$ cat config.mk
export PLATFORM = sky130hd
export DESIGN_NAME = vga_write_arbiter_flat
export DESIGN_NICKNAME = d
export VERILOG_FILES = /design/src/rtl/vga_write_arbiter_if.sv /design/src/rtl/vga_write_arbiter.sv /design/src/flat_wrapper.sv
export SDC_FILE = /design/constraint.sdc
export NUM_CORES = 1
export LEC_CHECK = 0
export CAP_MARGIN = 20
export CORE_ASPECT_RATIO = 0.5
export CORE_MARGIN = 1.5
export CORE_UTILIZATION = 41
export CTS_CLUSTER_DIAMETER = 40
export DETAILED_ROUTE_END_ITERATION = 6
export PLACE_DENSITY_LB_ADDON = 0.3
export SLEW_MARGIN = 20
export SYNTH_ARGS = -nofsm -noshare
export SYNTH_HDL_FRONTEND = slang
export SYNTH_SLANG_ARGS = --single-unit
$ cat constraint.sdc
create_clock -name Clock -period 3.1 [get_ports Clock]
set_clock_uncertainty 0.2 [all_clocks]
set_input_delay 0.62 -clock Clock [delete_from_list [all_inputs] [get_ports Clock]]
set_output_delay 0.62 -clock Clock [all_outputs]
set_load 0.005 [all_outputs]
$ cat src/rtl/vga_write_arbiter_if.sv
// vga_write_arbiter_if: bundles the drawing-engine side and the VGA-adapter
// side of the pixel-write arbiter.
//   master : drawing engines / test driver (drive req, wr_in, x_in, y_in,
//            color_in; observe gnt, VGA_*, busy, collision)
//   slave  : the arbiter itself
//   req      [NUM_REQ]     burst request per engine (level)
//   wr_in    [NUM_REQ]     pixel write strobe per engine
//   x_in     [10*NUM_REQ]  packed x, engine i at [10i+9:10i]
//   y_in     [9*NUM_REQ]   packed y
//   color_in [9*NUM_REQ]   packed RGB333
//   gnt      [NUM_REQ]     one-hot registered grant
//   VGA_x/VGA_y/VGA_color/VGA_write  forwarded pixel write
//   busy       arbiter not idle
//   collision  sticky: a write was attempted without a grant
interface vga_write_arbiter_if #(
    parameter int unsigned NUM_REQ = 4
);
    logic [NUM_REQ-1:0]    req;
    logic [NUM_REQ-1:0]    wr_in;
    logic [10*NUM_REQ-1:0] x_in;
    logic [9*NUM_REQ-1:0]  y_in;
    logic [9*NUM_REQ-1:0]  color_in;
    logic [NUM_REQ-1:0]    gnt;
    logic [9:0]            VGA_x;
    logic [8:0]            VGA_y;
    logic [8:0]            VGA_color;
    logic                  VGA_write;
    logic                  busy;
    logic                  collision;

    modport master (
        output req, wr_in, x_in, y_in, color_in,
        input  gnt, VGA_x, VGA_y, VGA_color, VGA_write, busy, collision
    );

    modport slave (
        input  req, wr_in, x_in, y_in, color_in,
        output gnt, VGA_x, VGA_y, VGA_color, VGA_write, busy, collision
    );
endinterface

$ cat src/rtl/vga_write_arbiter.sv
// vga_write_arbiter: round-robin owner of the single VGA pixel-write port.
// One engine at a time holds the grant for its whole burst; only its writes
// are forwarded, with one cycle of register latency. Each handover costs a
// GAP cycle plus an IDLE arbitration cycle. With MAX_HOLD != 0 a grant is
// forcibly released after MAX_HOLD cycles if another engine is waiting.
// Ports:
//   Clock   system clock
//   Resetn  asynchronous active-low reset
//   bus     vga_write_arbiter_if.slave (requests, pixel inputs, grant,
//           forwarded VGA write, busy, collision)
module vga_write_arbiter #(
    parameter int unsigned NUM_REQ  = 4,
    parameter int unsigned IDX_W    = 2,
    parameter int unsigned MAX_HOLD = 0
) (
    input  logic                 Clock,
    input  logic                 Resetn,
    vga_write_arbiter_if.slave   bus
);
    typedef enum logic [1:0] {StIdle, StGranted, StGap} state_e;

    // Counter only needs to reach MAX_HOLD-1; it saturates at all-ones.
    localparam int unsigned    HOLD_W    = (MAX_HOLD < 2) ? 1 : $clog2(MAX_HOLD + 1);
    localparam logic [HOLD_W-1:0] HOLD_LAST = HOLD_W'(MAX_HOLD) - HOLD_W'(1);

    state_e               state_q, state_d;
    logic [NUM_REQ-1:0]   gnt_q, gnt_d;
    logic [IDX_W-1:0]     gidx_q, gidx_d;
    logic [IDX_W-1:0]     rr_ptr_q, rr_ptr_d;
    logic [HOLD_W-1:0]    hold_q, hold_d;
    logic [9:0]           vga_x_q, vga_x_d;
    logic [8:0]           vga_y_q, vga_y_d;
    logic [8:0]           vga_color_q, vga_color_d;
    logic                 vga_write_q, vga_write_d;
    logic                 collision_q, collision_d;

    logic                 sel_found;
    logic [IDX_W-1:0]     sel_idx;
    logic [9:0]           x_sel;
    logic [8:0]           y_sel;
    logic [8:0]           color_sel;
    logic                 wr_sel;
    logic                 req_sel;
    logic                 others_pending;
    logic                 release_now;

    // Round-robin pick: first requester at or above rr_ptr, else wrap to
    // the lowest requester below it.
    always_comb begin
        sel_found = 1'b0;
        sel_idx   = '0;
        for (int i = 0; i < int'(NUM_REQ); i++) begin
            if (!sel_found && i >= int'(rr_ptr_q) && bus.req[i]) begin
                sel_found = 1'b1;
                sel_idx   = IDX_W'(i);
            end
        end
        for (int i = 0; i < int'(NUM_REQ); i++) begin
            if (!sel_found && i < int'(rr_ptr_q) && bus.req[i]) begin
                sel_found = 1'b1;
                sel_idx   = IDX_W'(i);
            end
        end
    end

    // Slice mux for the current owner.
    always_comb begin
        x_sel     = '0;
        y_sel     = '0;
        color_sel = '0;
        wr_sel    = 1'b0;
        req_sel   = 1'b0;
        for (int i = 0; i < int'(NUM_REQ); i++) begin
            if (gidx_q == IDX_W'(i)) begin
                x_sel     = bus.x_in[10*i +: 10];
                y_sel     = bus.y_in[9*i +: 9];
                color_sel = bus.color_in[9*i +: 9];
                wr_sel    = bus.wr_in[i];
                req_sel   = bus.req[i];
            end
        end
    end

    // gnt_q is one-hot on the owner while granted, so masking it leaves
    // exactly the competing requests.
    assign others_pending = |(bus.req & ~gnt_q);
    assign release_now    = !req_sel ||
                            ((MAX_HOLD != 0) && (hold_q == HOLD_LAST) && others_pending);

    always_comb begin
        state_d     = state_q;
        gnt_d       = gnt_q;
        gidx_d      = gidx_q;
        rr_ptr_d    = rr_ptr_q;
        hold_d      = hold_q;
        vga_x_d     = vga_x_q;
        vga_y_d     = vga_y_q;
        vga_color_d = vga_color_q;
        vga_write_d = 1'b0;
        collision_d = collision_q | (|(bus.wr_in & ~gnt_q));

        unique case (state_q)
            StIdle: begin
                if (sel_found) begin
                    gnt_d   = {{(NUM_REQ-1){1'b0}}, 1'b1} << sel_idx;
                    gidx_d  = sel_idx;
                    hold_d  = '0;
                    state_d = StGranted;
                end
            end
            StGranted: begin
                vga_x_d     = x_sel;
                vga_y_d     = y_sel;
                vga_color_d = color_sel;
                vga_write_d = wr_sel;
                if (hold_q != '1) begin
                    hold_d = hold_q + HOLD_W'(1);
                end
                if (release_now) begin
                    gnt_d    = '0;
                    rr_ptr_d = (gidx_q == IDX_W'(NUM_REQ - 1)) ? '0 : gidx_q + IDX_W'(1);
                    state_d  = StGap;
                end
            end
            StGap: begin
                state_d = StIdle;
            end
            default: begin
                state_d = StIdle;
            end
        endcase
    end

    always_ff @(posedge Clock or negedge Resetn) begin
        if (!Resetn) begin
            state_q     <= StIdle;
            gnt_q       <= '0;
            gidx_q      <= '0;
            rr_ptr_q    <= '0;
            hold_q      <= '0;
            vga_x_q     <= '0;
            vga_y_q     <= '0;
            vga_color_q <= '0;
            vga_write_q <= 1'b0;
            collision_q <= 1'b0;
        end else begin
            state_q     <= state_d;
            gnt_q       <= gnt_d;
            gidx_q      <= gidx_d;
            rr_ptr_q    <= rr_ptr_d;
            hold_q      <= hold_d;
            vga_x_q     <= vga_x_d;
            vga_y_q     <= vga_y_d;
            vga_color_q <= vga_color_d;
            vga_write_q <= vga_write_d;
            collision_q <= collision_d;
        end
    end

    assign bus.gnt       = gnt_q;
    assign bus.VGA_x     = vga_x_q;
    assign bus.VGA_y     = vga_y_q;
    assign bus.VGA_color = vga_color_q;
    assign bus.VGA_write = vga_write_q;
    assign bus.busy      = (state_q != StIdle);
    assign bus.collision = collision_q;
endmodule

$ cat src/flat_wrapper.sv
// flat-port wrapper written by rule: the top's interface ports become plain ports
module vga_write_arbiter_flat 
#(
    parameter int unsigned NUM_REQ  = 4,
    parameter int unsigned IDX_W    = 2,
    parameter int unsigned MAX_HOLD = 0
)
  (Clock, Resetn, bus_req, bus_wr_in, bus_x_in, bus_y_in, bus_color_in, bus_gnt, bus_VGA_x, bus_VGA_y, bus_VGA_color, bus_VGA_write, bus_busy, bus_collision);
  vga_write_arbiter_if #(.NUM_REQ(NUM_REQ)) bus_i ();
  input  logic Clock;
  input  logic Resetn;
  input wire logic [$bits(bus_i.req)-1:0] bus_req;
  input wire logic [$bits(bus_i.wr_in)-1:0] bus_wr_in;
  input wire logic [$bits(bus_i.x_in)-1:0] bus_x_in;
  input wire logic [$bits(bus_i.y_in)-1:0] bus_y_in;
  input wire logic [$bits(bus_i.color_in)-1:0] bus_color_in;
  output wire logic [$bits(bus_i.gnt)-1:0] bus_gnt;
  output wire logic [$bits(bus_i.VGA_x)-1:0] bus_VGA_x;
  output wire logic [$bits(bus_i.VGA_y)-1:0] bus_VGA_y;
  output wire logic [$bits(bus_i.VGA_color)-1:0] bus_VGA_color;
  output wire logic [$bits(bus_i.VGA_write)-1:0] bus_VGA_write;
  output wire logic [$bits(bus_i.busy)-1:0] bus_busy;
  output wire logic [$bits(bus_i.collision)-1:0] bus_collision;
  assign bus_i.req = bus_req;
  assign bus_i.wr_in = bus_wr_in;
  assign bus_i.x_in = bus_x_in;
  assign bus_i.y_in = bus_y_in;
  assign bus_i.color_in = bus_color_in;
  assign bus_gnt = bus_i.gnt;
  assign bus_VGA_x = bus_i.VGA_x;
  assign bus_VGA_y = bus_i.VGA_y;
  assign bus_VGA_color = bus_i.VGA_color;
  assign bus_VGA_write = bus_i.VGA_write;
  assign bus_busy = bus_i.busy;
  assign bus_collision = bus_i.collision;
  vga_write_arbiter #(.NUM_REQ(NUM_REQ), .IDX_W(IDX_W), .MAX_HOLD(MAX_HOLD)) u_core (.Clock(Clock), .Resetn(Resetn), .bus(bus_i));
endmodule
* Word level (Yosys, flattened, before mapping)
Index checks and enable logic that the tools add are counted.
** Operators by class
- $lt $le $gt $ge :: 6
- Reduce and logical (&&, ||, !) cells :: 27
- Bitwise logic cells :: 4
- Muxes and demuxes :: 41
- Shifts and indexed selects :: 1
- Equality and inequality tests :: 6
- Add/sub/neg operators :: 1
** Operators with widths (number)
- $mux 9 :: 8
- $mux 10 :: 4
- $mux 1 :: 17
- $mux 2 :: 8
- $logic_and 1x1->1 :: 12
- $mux 4 :: 2
- $pmux 4 s2 :: 1
- $logic_not 1->1 :: 6
- $reduce_and 2->1 :: 3
- $and 4x4->4 :: 1
- $eq 2x1->1 const B :: 2
- $eq 2x2->1 const B :: 2
- $ge 1x2->1 const A :: 2
- $logic_not 2->1 :: 2
- $lt 1x2->1 const A :: 2
- $not 4->4 :: 1
- $pmux 2 s2 :: 1
- $reduce_bool 2->1 :: 2
- $reduce_or 4->1 :: 1
- $shl 1x2->4 const A :: 1
- $reduce_and 3->1 :: 1
- $add 2x1->2 const B :: 1
- $ge 2x2->1 const A :: 1
- $lt 2x2->1 const A :: 1
- other kinds (4) :: 4
** Word-level totals
- Bits in registers :: 40
- Output and inout port bits :: 35
- Word-level logic and storage cells :: 95
- Input port bits :: 122

* Longest topological paths before layout
- Depth after elaboration :: 29
- Mapped depth :: 8
- Mapped depth without buffers :: 6

* Worst setup path before layout
No wires, ideal clock.
- Kind :: register to register
- Start point :: register u_core.gidx_q[0]
- End point :: register u_core.gnt_q[3] (netlist: u_core.bus.gnt[3])
- Data required time :: 2.818 ns
- Slack :: 1.252 ns
- Path buffers :: 2
- Stages on the path, launching flop included :: 9
- Period minus slack after synthesis :: 1.848 ns
- Arrival time :: 1.566 ns
- Setup time :: 0.082 ns
- Path through :: dfrtp_1 -> inv_1 -> ha_1 -> buf_2 -> nor3b_1 -> a211o_1 -> and2_1 -> buf_6 -> o22ai_2
** On the way
- Longest elaborated chain between the ends :: 7
- Elaborated cells between the ends (all ways) :: 10
- Those cells by class :: 4 x eq/ne; 4 x mux; 2 x reduce/logical
** Ends and longest elaborated chain
- start, declared :: line vga_write_arbiter.sv:28 : logic [IDX_W-1:0] gidx_q, gidx_d;
- start signal, assigned :: line vga_write_arbiter.sv:149 : gidx_q <= gidx_d;
- $logic_not 2->1 :: line vga_write_arbiter.sv:74 : if (gidx_q == IDX_W'(i)) begin
- $mux 1 (3 in series) :: line vga_write_arbiter.sv:74
- $mux 1 * :: line vga_write_arbiter.sv:74
- $ne 2x2->1 (no line) *
- $reduce_and 3->1 (no line) *
- end signal, assigned :: line vga_write_arbiter.sv:148 : gnt_q <= gnt_d;
- end, declared :: line vga_write_arbiter.sv:27 : logic [NUM_REQ-1:0] gnt_q, gnt_d;
Every way passes the cells marked *; elsewhere a longest branch is shown, timed or not.
A chain may end at the register's enable or synchronous reset.

* Worst setup path in the final report
- Start point :: register u_core.gidx_q[1]
- End point :: register u_core.vga_y_q[4] (netlist: u_core.bus.VGA_y[4])
** On the way
- Longest elaborated chain between the ends :: 5
- Elaborated cells between the ends (all ways) :: 8
- Those cells by class :: 3 x eq/ne; 4 x mux; 1 x reduce/logical
** Ends and longest elaborated chain
- $logic_not 2->1 :: line vga_write_arbiter.sv:74
- $mux 9 (3 in series) :: line vga_write_arbiter.sv:74
- $mux 9 * :: line vga_write_arbiter.sv:74
- end signal, assigned :: line vga_write_arbiter.sv:153 : vga_y_q <= vga_y_d;
- end, declared :: line vga_write_arbiter.sv:32 : logic [8:0] vga_y_q, vga_y_d;
Marks and branches as above.

==> qor.yml <==
status: "complete, no violations"
num_rows: 20
p_sw_share_pct: 37.0
cts_root_buf: "clkbuf_16"
grt_usage_pct: 23.1
synth_edf_count: 0
grt_use_met2_pct: 45.1
avgRoutedWirePerCell_um: 15.2
syn_inst: 306
vias: 2934
core_um2: 6180
synth.distinct_cells: 37
fmax_mhz: 428
route.detailed.drc: 0
total_power_uw: 4170
final_common_cell: "clkdlybuf4s50_1"
cts_hold_buf: 0
dr.first_iter.drc_count: 186
async_flop_share_pct: 100
die_x_um: 117
clock_path_buffers: 2
clk_latency_ns: 0.27
grt_antenna_before_repair: 0
cts_tree: "yes"
ir_drop_uv: 547
worstSetupPathType: "reg -> reg"
power_frac_clock_pct: 17.7
power_density_nw_per_um2: 931
grt_use_met1_pct: 27.8
cap_violations: 0
syn-num-nets: 432
slew_violations: 0
path_max_fanout: 18
combinationalPowerShare_pct: 59.5
p_int_uw: 2630
routed_wl_um: 8140
io_buffer_count: 156
slowest_stage: "nor2b_4"
area_delta_synth_final_pct: 67.0
arrival_ns: 2.33
relSlewSlack_pct: 41.2
p_leak_uw: 0.00186
dp_hpwl_um: 6240
clkTransAtPathRegs_ns: 0.06
busiest_layer: "met2"
start_util_pct: 43.4
htreeDepth: 2
ys_seq_elements: 40
synthFlopType: "dfrtp_1"
grt_max_degree: 60
most-common-layout-cells: "clkdlybuf4s50_1 (155), dfrtp_1 (40), nand2_1 (38), inv_1 (36), nor2_1 (33)"
syn_area_um2: 2680
dieArea_um2: 7070
yosysSeqAreaShare_pct: 37.3
grt_first_pass_wirelength_um: 13300
io_pins: 157
hold_class: "in -> async"
n_antenna_cell: 0
seqPwrFrac_pct: 22.8
final_nets: 571
postCtsSetupBuffers: 0
period_minus_slack_ns: 2.34
cp-start-kind: "register"
finalHoldViolations: 0
grt_pass1_vias: 2787
rsz0062_at_grt: "false"
cts-buffers-inserted: 5
crit_path_end_kind: "register"
r2r_cells: 7
worst_pin_slew_ns: 0.882
setup-tns-final_ns: 0
fin_hold_ws_ns: 0.260
max_stage_delay_ns: 0.44
overflow: 0
dr.pass1.iters: 4
avgSynthCellArea_um2: 8.77
ant_nets: 0
clock-sinks: 40
gp_congestion: 0.968
cp_data_required_time_ns: 3.09
crit_path_cell_trace: "inv_1, ha_2, nor2b_4, buf_12, a221oi_1, a211o_1, a31oi_1"
post-route-period-util_pct: 75.3
via_per_inst: 5.49
setup_violations: 0
switchingPower_uw: 1540
yosysWarnings: 0
drive_gt1_share_pct: 9.42
grtUsageMet3_pct: 4.10
cts_resized: 0
die_y_um: 60.2
[logic make-up (layout without fill, tap and decap cells)]
family,after synthesis,count (layout),synth area share (%)
flip-flops,40,40,37.3
AND/OR/NAND/NOR,85,85,13.3
multiplexers,1,1,0.373
buffers and inverters,66,206,11.2
adder cells (fa/ha/maj),4,4,1.87
AO/OA/AOI/OAI,110,110,35.9
[metrics by stage]
stage	setup slack [ns]	util, %	cell area [um^2]	instances
6_report	0.765	72.5	4480	534
5_1_grt	0.654	72.5	4480	534
4_1_cts	0.764	72.5	4480	534
3_5_place_dp	0.714	69.0	4260	526
3_3_place_gp	0.800	69.0	4260	526
2_1_floorplan	1.25	-	2680	306
[registers in the layout (all words and copies together) (netlist names)]
name	flops
u_core.state_q	2
u_core.gidx_q	2
u_core.bus.VGA_write	1
u_core.bus.collision	1
u_core.bus.VGA_y	9
u_core.rr_ptr_q	2
u_core.bus.VGA_color	9
u_core.bus.VGA_x	10
u_core.bus.gnt	4
[cells in the mapped netlist (all sizes together), types with 3 or more instances]
master  instances  area [um^2]
a211o          29          254
a21oi           6         30.0
a221oi         28          364
a31oi          28          175
buf            18          120
clkbuf         12         45.0
dfrtp          40         1000
ha              4         50.1
inv            36          135
nand2          38          143
nor2           33          124
nor2b           3         18.8
o21ai           7         35.0
o22ai           4         31.3
o32ai           3         33.8
[layer usage]
layer	wire length (um)	vias up	share of wire [%]
met1	3350	1454	41
met2	4320	93	53
met4	63	0	0.77
met3	405	6	5.0
met5	0	-	0
li1	-	1381	-
[critical path, delay by kind of cell, from the launching register on]
kind | cells | cell delay [ns]
DFF | 1 | 0.40
and+or+nand+nor | 1 | 0.44
adders and majority gates | 1 | 0.32
AOI/OAI and AO/OA | 3 | 0.57
buffers and inverters | 2 | 0.32
[worst paths after layout]
kind	startpoint	end	slack [ns]
max reg2reg	u_core.gidx_q[1]	u_core.bus.VGA_y[4]	0.76
max	u_core.gidx_q[1]	u_core.bus.VGA_y[4]	0.76
min reg2reg	u_core.bus.collision	u_core.bus.collision	0.27
min in group Clock	u_core.bus.collision	u_core.bus.collision	0.27
max in group asynchronous	Resetn	u_core.bus.VGA_color[4]	1.88
min	Resetn	u_core.bus.gnt[3]	0.26
[area by class of cell]
cell class,instances,area [um^2]
fill,458,1700
inverter,36,135
clock buffer,5,125
clock inverter,3,90.1
tap,88,110
multi-input combinational,200,1400
sequential,40,1000
timing repair buffer,162,1610
[power groups by stage]
stage,registers [uW],clock network [uW],logic (uW)
2_1_floorplan,944,0,1600
3_3_place_gp,945,0,2400
3_5_place_dp,955,0,2480
4_1_cts,951,747,2490
5_1_grt,981,773,2720
6_report,950,738,2480
(Power assumes the default switching activity.)
